--- src/rtl/draw_scheduler.sv ---
// draw_scheduler: per-frame sequencer and pixel-port arbiter for the view
// layer's draw FSMs. Each frame_tick walks the unmasked clients in ascending
// index order: it pulses the client's enable, forwards that client's pixel
// writes to the single VGA port, and waits for the client's done pulse. A
// watchdog moves on from a client that never finishes.
module draw_scheduler #(
  parameter int          NUM_CLIENTS = 4,
  parameter int          IDW         = 2,
  parameter logic [19:0] TIMEOUT     = 20'd76800
) (
  input  logic                      clock,
  input  logic                      resetn,
  input  logic                      frame_tick,
  input  logic [NUM_CLIENTS-1:0]    client_mask,
  input  logic [NUM_CLIENTS-1:0]    client_done,
  input  logic [9*NUM_CLIENTS-1:0]  client_x,
  input  logic [8*NUM_CLIENTS-1:0]  client_y,
  input  logic [12*NUM_CLIENTS-1:0] client_color,
  input  logic [NUM_CLIENTS-1:0]    client_we,
  input  logic                      clear_flags,
  output logic [NUM_CLIENTS-1:0]    client_enable,
  output logic [8:0]                vga_x,
  output logic [7:0]                vga_y,
  output logic [11:0]               vga_color,
  output logic                      vga_write,
  output logic [IDW-1:0]            active_id,
  output logic                      busy,
  output logic                      frame_done,
  output logic                      overrun,
  output logic                      timeout_flag
);

  typedef enum logic [2:0] {
    S_IDLE,
    S_SCAN,
    S_START,
    S_WAIT,
    S_NEXT,
    S_FRAME_DONE
  } state_t;

  localparam logic [IDW-1:0] LAST_IDX = IDW'(NUM_CLIENTS - 1);

  state_t                 state, state_next;
  logic [IDW-1:0]         idx, idx_next;
  logic [NUM_CLIENTS-1:0] mask_r, mask_next;
  logic [19:0]            wd_cnt, wd_next;
  logic                   set_timeout;
  logic                   forwarding;

  // Per-client views of the packed pixel buses.
  logic [8:0]  x_arr     [NUM_CLIENTS];
  logic [7:0]  y_arr     [NUM_CLIENTS];
  logic [11:0] color_arr [NUM_CLIENTS];

  genvar gi;
  generate
    for (gi = 0; gi < NUM_CLIENTS; gi++) begin : g_unpack
      assign x_arr[gi]     = client_x[9*gi +: 9];
      assign y_arr[gi]     = client_y[8*gi +: 8];
      assign color_arr[gi] = client_color[12*gi +: 12];
    end
  endgenerate

  // State, client index, latched frame mask and watchdog counter.
  always_ff @(posedge clock or negedge resetn) begin
    if (!resetn) begin
      state  <= S_IDLE;
      idx    <= '0;
      mask_r <= '0;
      wd_cnt <= '0;
    end else begin
      state  <= state_next;
      idx    <= idx_next;
      mask_r <= mask_next;
      wd_cnt <= wd_next;
    end
  end

  // Next-state logic plus the Moore enable / frame_done pulses.
  always_comb begin
    state_next    = state;
    idx_next      = idx;
    mask_next     = mask_r;
    wd_next       = wd_cnt;
    set_timeout   = 1'b0;
    client_enable = '0;
    frame_done    = 1'b0;
    case (state)
      S_IDLE: begin
        if (frame_tick) begin
          mask_next  = client_mask;
          idx_next   = '0;
          state_next = S_SCAN;
        end
      end
      S_SCAN: begin
        // Masked clients are skipped at one cycle each.
        if (mask_r[idx]) begin
          state_next = S_START;
        end else if (idx == LAST_IDX) begin
          state_next = S_FRAME_DONE;
        end else begin
          idx_next = idx + IDW'(1);
        end
      end
      S_START: begin
        client_enable[idx] = 1'b1;
        wd_next            = '0;
        state_next         = S_WAIT;
      end
      S_WAIT: begin
        wd_next = wd_cnt + 20'd1;
        // A done arriving on the timeout cycle wins: the client finished.
        if (client_done[idx]) begin
          state_next = S_NEXT;
        end else if (wd_cnt == TIMEOUT - 20'd1) begin
          set_timeout = 1'b1;
          state_next  = S_NEXT;
        end
      end
      S_NEXT: begin
        if (idx == LAST_IDX) begin
          state_next = S_FRAME_DONE;
        end else begin
          idx_next   = idx + IDW'(1);
          state_next = S_SCAN;
        end
      end
      S_FRAME_DONE: begin
        frame_done = 1'b1;
        state_next = S_IDLE;
      end
      default: begin
        state_next = S_IDLE;
      end
    endcase
  end

  // Sticky status flags; clear_flags beats a set in the same cycle.
  always_ff @(posedge clock or negedge resetn) begin
    if (!resetn) begin
      overrun      <= 1'b0;
      timeout_flag <= 1'b0;
    end else if (clear_flags) begin
      overrun      <= 1'b0;
      timeout_flag <= 1'b0;
    end else begin
      if (set_timeout) begin
        timeout_flag <= 1'b1;
      end
      if (frame_tick && (state != S_IDLE)) begin
        overrun <= 1'b1;
      end
    end
  end

  // Only the client being served owns the VGA port; otherwise it is quiet.
  always_comb begin
    forwarding = (state == S_START) || (state == S_WAIT);
    vga_x      = '0;
    vga_y      = '0;
    vga_color  = '0;
    vga_write  = 1'b0;
    if (forwarding) begin
      vga_x     = x_arr[idx];
      vga_y     = y_arr[idx];
      vga_color = color_arr[idx];
      vga_write = client_we[idx];
    end
  end

  assign busy      = (state != S_IDLE);
  assign active_id = idx;

endmodule

--- config.mk ---
export PLATFORM = sky130hd
export DESIGN_NAME = draw_scheduler
export DESIGN_NICKNAME = d
export VERILOG_FILES = /design/src/rtl/draw_scheduler.sv
export SDC_FILE = /design/constraint.sdc
export NUM_CORES = 1
export LEC_CHECK = 0
export BUFFER_PORTS_ARGS = -buffer_cell sky130_fd_sc_hd__buf_2
export CAP_MARGIN = 20
export CORE_MARGIN = 4
export CORE_UTILIZATION = 43
export CTS_CLUSTER_DIAMETER = 200
export DETAILED_ROUTE_END_ITERATION = 10
export HOLD_SLACK_MARGIN = 0.12
export PLACE_DENSITY = 0.81
export REMOVE_ABC_BUFFERS = 1
export SETUP_SLACK_MARGIN = 0.2
export SLEW_MARGIN = 20
export SYNTH_ARGS = -nofsm -noshare
export SYNTH_HDL_FRONTEND = slang
export SYNTH_SLANG_ARGS = --single-unit
--- constraint.sdc ---
create_clock -name clock -period 2.8 [get_ports clock]
set_input_delay 0.14 -clock clock [delete_from_list [all_inputs] [get_ports clock]]
set_output_delay 0.14 -clock clock [all_outputs]
set_load 0.03 [all_outputs]
==> impl_results.md <==
* CP Depth at 4
* Yosys top cell by area: dfrtp_1
* Setup violators final at 0
* Layout cell share with drive strength beyond 1 at 53.0%
* Starting DRC count in detailed routing at 109
* Library cells used by synthesis at 40
* Worst r2r dst: active_id[1]
* Clk_lat worst skew at 290 ps
* Worst Path Arrival at 2010 ps
* Largest cells by area after synthesis: dfrtp_1 (29%), mux4_2 (27%), nor2b_1 (6.9%)
* Post-synth top area share at 28.7%
* H-tree Lvls at 2
* Drt pass-1 iters at 6
* Met2 Use GR at 41.9%
* Clock slew seen by the registers of the worst setup and hold paths at 70 ps
* Via/cell ratio at 5.62
* Syn avg cell area at 10.4 um2
* Final Routed Wirelength at 9.20 mm
* CTS Buf Count at 5
* Root buf cell: clkbuf_8
* Worst Path Required at 2660 ps
* Die Span Y at 87.3 um
* Setup CP Type: flop to output pin
* Fin nets at 568
* Fin area at 3800 um2
* Synth async-reset ratio at 100%
* Antenna Violating Nets Remaining at 0
* Worst slew pin tran at 686 ps
* Top-count cell post-synth: mux4_2
* Cell Pwr Density at 881 nW/um2
* Chip width at 87.3 um
* Wire per inst at 18.1 um
* Crit path from: active_id[0]
* Sequential area share after synthesis at 28.7%
* Post-synth top cells: mux4_2 (32), dfrtp_1 (31), nor2b_1 (30)
* Final Non-Filler Cells at 507
* Syn Std Cell Area at 2700 um2
* Core area at 6030 um2
* Worst slew margin at 54.3%
* Worst min path class: input port to flop
* Cell row count at 28
* Die Area at 7620 um2
* Reg2reg setup slack at 770 ps
* Crit. End Element: output pin
* TritonCTS clock tree: built
* Crit path largest cell delay at 550 ps
* Largest net degree at the start of global routing at 32
* Antenna violations before repair at 3
* Hpwl dp at 7.39 mm
* Met1 usage at 27.3%
* Unrepaired setup endpoints after global routing: false
* Placed inst area at 3620 um2
* Cell Chain, Critical Path: buf_4, mux4_2, nor2b_1, buf_2
* I/O Buffers at 171
* Fmax at 466 MHz
* Slowest CP cell: mux4_2
* YS warnings at 0
* #FFs+latches synth at 31
* Ports at 172
* Most used flip-flop cell after synthesis: dfrtp_1
* Gr busiest metal: met2
* Drt drc at 0
* Status: complete, no violations
* Crit path capture: vga_x[3]
* Number of synthesized flops with an enable pin at 0
* FF-to-FF Start: active_id[0]
* Remaining Overflow, GRT at 0
* Crit path buffers/inverters at 2
* Reg2reg path depth at 7
* Leakage at 1.80 nW
* Starting Density at 44.9%
* Max IR drop VDD at 434 uV
* All-Layer GR Usage at 23.7%
* Cells after DPL at 493
* Clock Skew at 3.98 ps
* Hold Vio Cnt, Final at 0
* CP startpoint kind: flop
* First-pass GRT wire length at 14.0 mm
* Placer Congestion at 0.815
* Delay-heaviest family, CP: buffers and inverters
* Max Slew Vio Count at 0
* P&R area growth vs syn at 40.5%
* CTS sink count at 31
* Via count at 2,851
* GRT met3 Usage at 7.47%
* Fin crit period at 2150 ps
* Final Util at 63.1%
* Post-CTS sizing at 0
* # diodes at 0
* Clk buf depth at 2
* Vias in the first global route at 2,937
* Post-Syn Instances at 259
* Tcrit/Tclk final at 76.6%
* Worst Path Max Fanout at 21
* Total of max-cap violations at 0
[per-layer routing]
layer | wire (um) | share of wire [%]
met4 | 293 | 3.2
met1 | 3250 | 35
met2 | 4900 | 53
met5 | 41 | 0.45
met3 | 706 | 7.7
[sequential cells by signal, indices dropped and copies added, names as in the netlist]
register / cells
active_id: 2
mask_r: 4
overrun: 1
state: 3
timeout_flag: 1
wd_cnt: 20
[per-stage QoR]
step                setup WS [ps]  power [mW]  TNS [ps]  hold slack (ps)
floorplan                    -326        2.24      -835             -156
global placement              857        2.84         0              216
detailed placement            771        2.88         0              224
CTS                           623        3.36         0              175
global route                  508        3.57         0              193
finish                        654        3.35         0              174
[worst min path at each step]
stage / to / startpoint / cells past startpoint
after floorplan: active_id[0] / resetn / 0
after global placement: wd_cnt[14] / resetn / 1
after detailed placement: wd_cnt[14] / resetn / 1
after CTS: overrun / frame_tick / 3
after global routing: overrun / frame_tick / 3
final: overrun / frame_tick / 3
[where the power goes]
group / internal [mW] / switching, mW
Clock: 0.288 / 0.177
Sequential: 0.543 / 0.155
Combinational: 0.923 / 1.26
Total: 1.75 / 1.59
[timing repair]
action | in CTS | in global routing
hold buffers | 6 | 0
buffers inserted | 0 | 0
hold endpoints to repair | 37 | 0
[placed cells by master (no fill, tap or decap), types with 2 or more instances in the layout]
master,count
nand3_1,7
nor3_1,4
nand4_1,8
and2_1,4
nor2b_1,30
dfrtp_1,30
o31ai_1,6
nor2_1,14
nand2_1,16
buf_4,7
xor2_1,4
or3_1,5
nor4b_1,2
ha_1,5
inv_1,9
mux2_2,5
or4_1,6
nand2b_1,5
mux2i_1,2
clkbuf_8,6
and4_1,2
mux4_2,32
o311a_1,2
o21ai_0,15
and4b_1,2
buf_2,171
dlygate4sd3_1,6
a21oi_1,12
[cell type report]
type	instances	area, um2
clock inverters	2	35.0
multi-input cells	200	1810
inverters	9	33.8
clock buffers	6	82.6
well taps	75	93.8
flip-flops and latches	31	777
fillers	517	2230
repair buffers	184	968
[cells by family (layout without fill, tap and decap cells)]
group           count (synthesis)  count (layout)  synth area share, %
simple gates                  109             109                 23.6
mux                            39              39                 29.5
buf+inv                        28             201                 4.40
xor+xnor                        4               4                 1.30
compound gates                 43              43                 10.2
fa+ha+maj                       5               5                 2.31
flops                          31              31                 28.7
[worst reg2reg max path, delay by kind of cell (launching register included)]
family | cells | cell delay [ps]
buf+inv | 2 | 360
flops | 1 | 440
compound gates | 2 | 180
fa+ha+maj | 1 | 310
simple gates | 2 | 670
(Power assumes the default switching activity.)
